File: config.mk
export PLATFORM = sky130hd
export DESIGN_NAME = regfile_writeback
export DESIGN_NICKNAME = d
export VERILOG_FILES = /design/src/rtl/regfile_pkg.sv /design/src/rtl/wb_fifo.sv /design/src/rtl/regfile_writeback.sv
export SDC_FILE = /design/constraint.sdc
export NUM_CORES = 1
export LEC_CHECK = 0
export BUFFER_PORTS_ARGS = -buffer_cell sky130_fd_sc_hd__buf_2
export CAP_MARGIN = 20
export CORE_MARGIN = 2
export CORE_UTILIZATION = 56
export DETAILED_ROUTE_END_ITERATION = 8
export GPL_TIMING_DRIVEN = 0
export PLACE_DENSITY = 0.8
export SYNTH_ARGS = -nofsm -noshare
export SYNTH_HDL_FRONTEND = slang
export SYNTH_SLANG_ARGS = --single-unit
File: constraint.sdc
create_clock -name clk -period 2.9 [get_ports clk]
set_input_delay 0.435 -clock clk [delete_from_list [all_inputs] [get_ports clk]]
set_output_delay 0.435 -clock clk [all_outputs]
set_load 0.01 [all_outputs]
File: src/rtl/regfile_pkg.sv
// Shared register-file types: data/address widths and the writeback entry.
package regfile_pkg;
  localparam int XLEN = 32;
  localparam int AW   = 5;

  typedef struct packed {
    logic [AW-1:0]   rd;
    logic [XLEN-1:0] data;
  } wb_entry_t;
endpackage

File: src/rtl/wb_fifo.sv
// Synchronous FIFO of writeback entries. Besides push/pop/count it exposes every
// slot rotated into age order (index 0 = head/oldest) with a valid bit, so the
// match logic upstream can find pending destinations and the youngest match.
module wb_fifo
  import regfile_pkg::*;
#(
  parameter int DEPTH = 4,
  localparam int PW = $clog2(DEPTH),
  localparam int CW = PW + 1
) (
  input  logic                  clk,
  input  logic                  rst,
  input  logic                  push,
  input  wb_entry_t             push_ent,
  input  logic                  pop,
  output wb_entry_t             head,
  output logic [CW-1:0]         count,
  output logic                  full,
  output logic                  empty,
  output wb_entry_t [DEPTH-1:0] age_ent,
  output logic [DEPTH-1:0]      age_vld
);

  wb_entry_t     mem_q [DEPTH];
  wb_entry_t     mem_d [DEPTH];
  logic [PW-1:0] wr_ptr_q, wr_ptr_d;
  logic [PW-1:0] rd_ptr_q, rd_ptr_d;
  logic [CW-1:0] cnt_q, cnt_d;

  // Next-state: callers guarantee push only when not full, pop only when not empty.
  always_comb begin
    mem_d    = mem_q;
    wr_ptr_d = wr_ptr_q;
    rd_ptr_d = rd_ptr_q;
    if (push) begin
      mem_d[wr_ptr_q] = push_ent;
      wr_ptr_d        = wr_ptr_q + PW'(1);
    end
    if (pop) rd_ptr_d = rd_ptr_q + PW'(1);
    cnt_d = cnt_q + CW'(push) - CW'(pop);
  end

  // State registers; storage is cleared so the head reads zero out of reset.
  always_ff @(posedge clk) begin
    if (rst) begin
      for (int i = 0; i < DEPTH; i++) mem_q[i] <= '0;
      wr_ptr_q <= '0;
      rd_ptr_q <= '0;
      cnt_q    <= '0;
    end else begin
      mem_q    <= mem_d;
      wr_ptr_q <= wr_ptr_d;
      rd_ptr_q <= rd_ptr_d;
      cnt_q    <= cnt_d;
    end
  end

  // Age-ordered view; pointer wrap is free because DEPTH is a power of two.
  always_comb begin
    for (int i = 0; i < DEPTH; i++) begin
      age_ent[i] = mem_q[rd_ptr_q + PW'(i)];
      age_vld[i] = (CW'(i) < cnt_q);
    end
  end

  assign head  = mem_q[rd_ptr_q];
  assign count = cnt_q;
  assign full  = (cnt_q == CW'(DEPTH));
  assign empty = (cnt_q == '0);

endmodule

File: src/rtl/regfile_writeback.sv
// Write-side front end of the register file: round-robin arbitration between the
// ALU and LSU result channels, rd==0 filtering, an in-order queue draining one
// write per cycle, and pending-write lookup for two issue-stage sources.
// Optional feature: define WB_BYPASS_EN to add byp_data_a/byp_data_b, carrying the
// youngest queued data for each matching source.
module regfile_writeback
  import regfile_pkg::*;
#(
  parameter int DEPTH = 4
) (
  input  logic                  clk,
  input  logic                  rst,
  input  logic                  alu_valid,
  output logic                  alu_ready,
  input  logic [AW-1:0]         alu_rd,
  input  logic [XLEN-1:0]       alu_data,
  input  logic                  lsu_valid,
  output logic                  lsu_ready,
  input  logic [AW-1:0]         lsu_rd,
  input  logic [XLEN-1:0]       lsu_data,
  input  logic                  rf_hold,
  output logic                  rf_write_en,
  output logic [AW-1:0]         rf_addr_w,
  output logic [XLEN-1:0]       rf_data_w,
  input  logic [AW-1:0]         chk_addr_a,
  input  logic [AW-1:0]         chk_addr_b,
  output logic                  pend_a,
  output logic                  pend_b,
`ifdef WB_BYPASS_EN
  output logic [XLEN-1:0]       byp_data_a,
  output logic [XLEN-1:0]       byp_data_b,
`endif
  output logic [$clog2(DEPTH):0] q_count
);

  wb_entry_t             push_ent, head;
  wb_entry_t [DEPTH-1:0] age_ent;
  logic [DEPTH-1:0]      age_vld;
  logic                  fifo_full, fifo_empty;
  logic                  both, alu_fire, lsu_fire, push;
  logic                  rr_q, rr_d;  // 1 = LSU wins the next contested cycle

  // Arbitration: readiness depends only on occupancy plus the round-robin loser mask.
  always_comb begin
    both      = alu_valid & lsu_valid;
    alu_ready = !fifo_full & !(both & rr_q);
    lsu_ready = !fifo_full & !(both & !rr_q);
    alu_fire  = alu_valid & alu_ready;
    lsu_fire  = lsu_valid & lsu_ready;
    push_ent  = lsu_fire ? '{rd: lsu_rd, data: lsu_data} : '{rd: alu_rd, data: alu_data};
    // rd==0 completes the handshake but is dropped and does not count as a grant.
    push      = (alu_fire & (alu_rd != '0)) | (lsu_fire & (lsu_rd != '0));
    rr_d      = rr_q ^ (both & push);
  end

  // Round-robin pointer register.
  always_ff @(posedge clk) begin
    if (rst) rr_q <= 1'b0;
    else     rr_q <= rr_d;
  end

  assign rf_write_en = !fifo_empty & !rf_hold;
  assign rf_addr_w   = head.rd;
  assign rf_data_w   = head.data;

  wb_fifo #(.DEPTH(DEPTH)) u_fifo (
    .clk      (clk),
    .rst      (rst),
    .push     (push),
    .push_ent (push_ent),
    .pop      (rf_write_en),
    .head     (head),
    .count    (q_count),
    .full     (fifo_full),
    .empty    (fifo_empty),
    .age_ent  (age_ent),
    .age_vld  (age_vld)
  );

  // Pending-write match; scanning oldest to youngest lets the youngest match win.
  always_comb begin
    pend_a = 1'b0;
    pend_b = 1'b0;
`ifdef WB_BYPASS_EN
    byp_data_a = '0;
    byp_data_b = '0;
`endif
    for (int i = 0; i < DEPTH; i++) begin
      if (age_vld[i] && (chk_addr_a != '0) && (age_ent[i].rd == chk_addr_a)) begin
        pend_a = 1'b1;
`ifdef WB_BYPASS_EN
        byp_data_a = age_ent[i].data;
`endif
      end
      if (age_vld[i] && (chk_addr_b != '0) && (age_ent[i].rd == chk_addr_b)) begin
        pend_b = 1'b1;
`ifdef WB_BYPASS_EN
        byp_data_b = age_ent[i].data;
`endif
      end
    end
  end

endmodule

==> results.yml, run 1 <==
synth:
  ys_top_cells_by_count: "161 x nor2_1, 156 x dfxtp_1, 153 x a211oi_1, 46 x mux2i_1, 39 x mux4_2"
  synthCells: 751
  syn_nets: 849
  yosysUniqueCellTypes: 33
  synth.area.top_cells: "dfxtp_1 41%, a211oi_1 15%, mux4_2 11%"
  synthArstFlopShare_pct: 0
  yosysTopAreaCellShare_pct: 40.76
  synth_flop_cell: "dfxtp_1"
  ys_ff_latch: 156
  synth_most_common_cell: "nor2_1"
  netlist_area_mm2: 0.007662
  synth-edff-count: 0
  yosysTopAreaCell: "dfxtp_1"
  seq_area_frac_synth_pct: 40.76
  synth_area_per_cell_um2: 10.20
  yosys_warnings: 0
routing:
  routedWlPerCell_um: 19.75
  drc_errors: 0
  drt_pre_antenna_iters: 4
  drt-vias-per-instance: 6.166
  drt_iter0_drc: 625
  num_vias: 6678
  detail-route-antenna-nets: 0
  drt-total-wl_mm: 21.39
clocking:
  cts.path.max_buffers: 2
  numClockSinks: 156
  hold_buffers: 0
  clk-insertion-delay-late_ns: 0.43
  cts_buffers: 17
  cts_root_buf: "clkbuf_16"
  cts_tree: "done"
  cts.htree.levels: 4
  clk_pin_slew_ns: 0.06
finish:
  num-fill-cells: 1030
  instances_no_fill: 1083
  regArea_mm2: 0.003124
  layout.nets: 992
  synthToLayoutAreaGrowth_pct: 19.45
  n_antenna_cell: 0
  layout-drive-gt1-share_pct: 26.13
  multi_input_area_mm2: 0.004146
timing:
  rsz0062_at_grt: "yes"
  fin_setup_tns_ns: -0.2515
  worst_slack_ns: -0.1328
  finalSetupViolations: 2
  finalHoldViolCount: 0
  worst_pin_slew_ns: 0.6876
  hold_ws_ns: 0.4364
  finalCritPeriodShare_pct: 104.6
  slew_violations: 0
  relSlewSlack_pct: 54.16
  skew_ns: 0.006296
  finalCriticalPeriod_ns: 3.033
  fmax_mhz: 329.7
critical_path:
  start_kind: "flip-flop"
  cp_max_fo: 5
  cp-end-kind: "primary output"
  worstSetupPathType: "reg -> out"
  crit_required_ns: 2.47
  critPathArrivalTime_ns: 2.60
floorplanning:
  die_w_um: 121.0
  core_area_mm2: 0.01330
  rows: 42
  initial_core_util_pct: 57.63
  die_y_um: 121.0
  io_pins: 134
  die_area_mm2: 0.01464
global_routing:
  first_global_vias: 6609
  grt_overflow: 0
  grt_usage_pct: 29.87
  grt_first_pass_wirelength_mm: 33.76
  grt_max_degree: 17
  antenna_found_initial: 0
place:
  port_buffers: 122
  dp_slack_ns: -0.02844
  dp_cells: 1049
  place_congestion: 0.9142
  dp.final_hpwl_mm: 14.64
status:
  violations: "setup timing"
  status: "complete, but fails checks"
power_and_ir_drop:
  power.leakage_nw: 3.585
  power_mw: 8.263
  max-vdd-ir-drop_mv: 0.5231
  p_per_area_mw_per_mm2: 902.8
min_path:
  hp-class: "in -> reg"
flow_run:
  drv_cap: 0
layer usage:
| metal | global-route usage (%) | share of wire (%) | routed length, µm |
|---|---|---|---|
| met5 | 0 | 0 | 0 |
| met4 | 14.53 | 3.2 | 685 |
| met3 | 5.780 | 7.4 | 1578 |
| met2 | 48.88 | 50 | 10590 |
| met1 | 37.92 | 40 | 8532 |
registers in the layout, summed over array words and instances (netlist names):
register,cells
u_fifo.mem_q,148
u_fifo.count,3
u_fifo.rd_ptr_q,2
u_fifo.wr_ptr_q,2
rr_q,1
path summary, 6_finish.rpt:
path | depth (start not counted) | from | to | slack (ns)
setup reg to reg | 6 | rr_q | u_fifo.mem_q[104] | 0.35
hold / removal | 4 | rf_hold | u_fifo.rd_ptr_q[0] | 0.44
setup / recovery | 8 | u_fifo.rd_ptr_q[0] | pend_a | -0.13
hold reg to reg | 2 | u_fifo.mem_q[93] | u_fifo.mem_q[93] | 0.50
area by class of cell:
class                           count  area share [%]
Clock buffer                       23           5.222
Multi-Input combinational cell    506           45.30
Buffer                             76           4.347
Timing Repair Buffer              124           7.109
Clock inverter                      9          0.9433
Inverter                           13          0.5332
Sequential cell                   156           34.14
Tap cell                          176           2.406
kinds of logic (layout without fill, tap and decap cells):
| kind of cell | after synthesis | count (layout) | share of synthesized area (%) |
|---|---|---|---|
| AO/OA/AOI/OAI | 160 | 160 | 15.68 |
| XOR/XNOR | 45 | 45 | 5.144 |
| adder cells (fa/ha/maj) | 9 | 9 | 1.568 |
| buffers and inverters | 89 | 245 | 5.242 |
| flip-flops | 156 | 156 | 40.76 |
| multiplexers | 98 | 98 | 21.15 |
| AND/OR/NAND/NOR | 194 | 194 | 10.47 |
per-stage QoR:
step,utilization [%],area (µm²)
finish,68.84,9153
global route,68.84,9153
CTS,68.77,9144
detailed placement,63.88,8493
global placement,63.88,8493
floorplan,-,7662
repair_timing:
item,in CTS,in global routing
cloned,1,0
pin swaps,5,1
buffers inserted,1,0
endpoints found under the hold margin,0,0
resized for setup,16,6
endpoints found under the setup margin,34,30
critical path: stages (launching register included):
cell	delay, ns
dfxtp_2	0.34
buf_6	0.13
buf_12	0.12
mux4_2	0.58
xnor2_2	0.17
nand4_1	0.10
or4_1	0.48
nand4_1	0.12
buf_2	0.13
power breakdown:
part / switching, mW / internal [mW]
combinational: 1.78 / 1.45
clock: 0.890 / 1.25
sequential: 0.293 / 2.60
layout by cell type, fill, tap and decap left out, drive strengths merged, types with 3 or more instances in the layout:
master and count:
clkinv 5, a211oi 153, mux4 48, xor2 32, nor2 161, nor2b 3
inv 14, or4 3, nor3 4, nand2 4, clkbuf 55, nor4 6
nand4 8, ha 8, dfxtp 156, xnor2 13, mux2i 46, buf 167
mux2 4
(Power assumes the default switching activity.)
==> run 2: changes to the inputs <==
==> constraint.sdc (replaced) <==
create_clock -name clk -period 2.98 [get_ports clk]
set_input_delay 0.447 -clock clk [delete_from_list [all_inputs] [get_ports clk]]
set_output_delay 0.447 -clock clk [all_outputs]
set_load 0.01 [all_outputs]
==> run 2 against run 1 <==
  * The run still ends with setup timing left
  * Register-to-register slack improved by 0.06 ns
  * Count of clock-buffer cells in the layout unchanged
  * Critical path depth unchanged
  * Hold slack improved by 0.0041 ns
  * Die area unchanged
  * Sequential cell count unchanged
  * Setup slack improved by 0.063 ns
  * Critical path type unchanged
==> results.yml, run 2 (synthesis gave the netlist of run 1 again) <==
timing:
  finalCritPeriodShare_pct: 102.4
  finalCriticalPeriod_ns: 3.050
  worst_slack_ns: -0.07023
  finalHoldViolCount: 0
  rsz0062_at_grt: "yes"
  relSlewSlack_pct: 53.62
  skew_ns: 0.007610
  worst_pin_slew_ns: 0.6958
  finalSetupViolations: 2
  hold_ws_ns: 0.4405
  fin_setup_tns_ns: -0.1175
  fmax_mhz: 327.8
  slew_violations: 0
routing:
  routedWlPerCell_um: 19.72
  drt_pre_antenna_iters: 4
  drt-total-wl_mm: 21.35
  drt_iter0_drc: 605
  drt-vias-per-instance: 6.177
  drc_errors: 0
  detail-route-antenna-nets: 0
  num_vias: 6690
critical_path:
  crit_path_end: "pend_a"
  cpMostUsedCell: "nand4_1"
  cpMaxStageDelayCell: "mux4_2"
  start_kind: "flip-flop"
  worstReg2RegEnd: "u_fifo.mem_q[104]"
  cp-end-kind: "primary output"
  worstReg2RegStart: "rr_q"
  critPathArrivalTime_ns: 2.60
  cp_max_fo: 5
  r2r_cells: 6
  r2r_slack_ns: 0.41
  crit_required_ns: 2.53
  max_stage_delay_ns: 0.58
  setup.worst_path.start: "u_fifo.rd_ptr_q[0]"
  worstSetupPathType: "reg -> out"
  crit_family: "simple AND/OR/NAND/NOR gates"
  crit_buf_inv: 3
  crit_cells: 8
  crit_chain: "buf_6 > buf_12 > mux4_2 > xnor2_2 > nand4_1 > or4_1 > nand4_1 > buf_2"
clocking:
  cts.path.max_buffers: 2
  cts_buffers: 17
  clk_pin_slew_ns: 0.06
  clk-insertion-delay-late_ns: 0.43
  cts_root_buf: "clkbuf_16"
  hold_buffers: 0
  numClockSinks: 156
  cts_tree: "done"
  cts.htree.levels: 4
place:
  dp.final_hpwl_mm: 14.64
  dp_cells: 1049
  dp_slack_ns: 0.03956
  place_congestion: 0.9142
  port_buffers: 122
status:
  violations: "setup timing"
  status: "complete, but fails checks"
finish:
  n_antenna_cell: 0
  layout.nets: 992
  largest_register_ffs: 148
  layout-drive-gt1-share_pct: 26.13
  top_register: "u_fifo.mem_q"
  synthToLayoutAreaGrowth_pct: 19.35
  instances_no_fill: 1083
  mostFrequentLayoutCells: "161 x nor2_1, 155 x dfxtp_1, 153 x a211oi_1, 136 x buf_2, 46 x mux2i_1"
  final_common_cell: "nor2_1"
  num-fill-cells: 1035
flow_run:
  drv_cap: 0
global_routing:
  grt_overflow: 0
  grt_first_pass_wirelength_mm: 33.76
  grt_max_degree: 17
  first_global_vias: 6609
  grt_usage_pct: 29.87
  antenna_found_initial: 0
floorplanning:
  core_area_mm2: 0.01330
  die_w_um: 121.0
  die_y_um: 121.0
  rows: 42
  initial_core_util_pct: 57.63
  io_pins: 134
  die_area_mm2: 0.01464
min_path:
  hp-class: "in -> reg"
power_and_ir_drop:
  max-vdd-ir-drop_mv: 0.5078
  power.leakage_nw: 3.582
  p_per_area_mw_per_mm2: 879.0
-- run 2: changes by cell type in the layout (fill, tap and decap cells not counted), sizes merged --
cell	before	now
clkbuf	55	56
buf	167	166
-- run 2: worst min-delay path by stage --
stage	from	endpoint	slack, ns	depth (start not counted)
after detailed placement	u_fifo.mem_q[43]	u_fifo.mem_q[43]	0.49	2
after global routing	rf_hold	u_fifo.rd_ptr_q[0]	0.45	4
after global placement	u_fifo.mem_q[101]	u_fifo.mem_q[101]	0.48	2
after CTS	rf_hold	u_fifo.rd_ptr_q[0]	0.44	4
final	rf_hold	u_fifo.rd_ptr_q[0]	0.44	4
after floorplan	u_fifo.mem_q[100]	u_fifo.mem_q[100]	0.48	2
-- run 2: repair_timing --
| action | CTS | global route |
|---|---|---|
| pin swaps | 5 | 1 |
| endpoints found under the setup margin | 30 | 21 |
| gates cloned | 1 | 0 |
| gates resized for setup | 15 | 5 |
| buffers inserted | 1 | 0 |
-- run 2: area by class of cell --
cell class | count | area [µm²] | share of cell area, %
tap | 176 | 220.2 | 2.408
sequential | 156 | 3124 | 34.16
buffer | 76 | 390.4 | 4.269
clock buffer | 23 | 478.0 | 5.226
clock inverter | 9 | 86.33 | 0.9440
multi-input combinational | 506 | 4146 | 45.34
inverter | 13 | 48.80 | 0.5336
timing repair buffer | 124 | 650.6 | 7.115
-- run 2: per-stage QoR --
step	area, µm²	util (%)	power [mW]
2_1_floorplan	7662	-	4.918
3_3_place_gp	8493	63.88	5.730
3_5_place_dp	8493	63.88	5.824
4_1_cts	9141	68.76	7.988
5_1_grt	9145	68.78	8.428
6_report	9145	68.78	8.038
-- run 2: power by group --
part           switching [mW]  leakage [nW]  total, mW  internal [mW]
clock                   0.867         0.274       2.08           1.22
combinational            1.73          2.03       3.14           1.40
sequential              0.284          1.27       2.82           2.53
total                    2.89          3.58       8.04           5.15
-- run 2: layer usage --
layer	share of wire (%)	routed length, µm	vias to the layer above	GRT usage, %
li1	-	-	3057	-
met1	40	8557	3230	37.92
met2	50	10580	341	48.88
met3	7.2	1534	62	5.780
met4	3.2	679	0	14.53
met5	0	0	-	0
-- run 2: worst register-to-register path: stages (launching register included) --
cell      delay [ns]
dfxtp_1         0.37
a221o_1         0.46
a211oi_1        0.47
buf_2           0.33
buf_1           0.51
nor2_1          0.11
a211oi_1        0.24
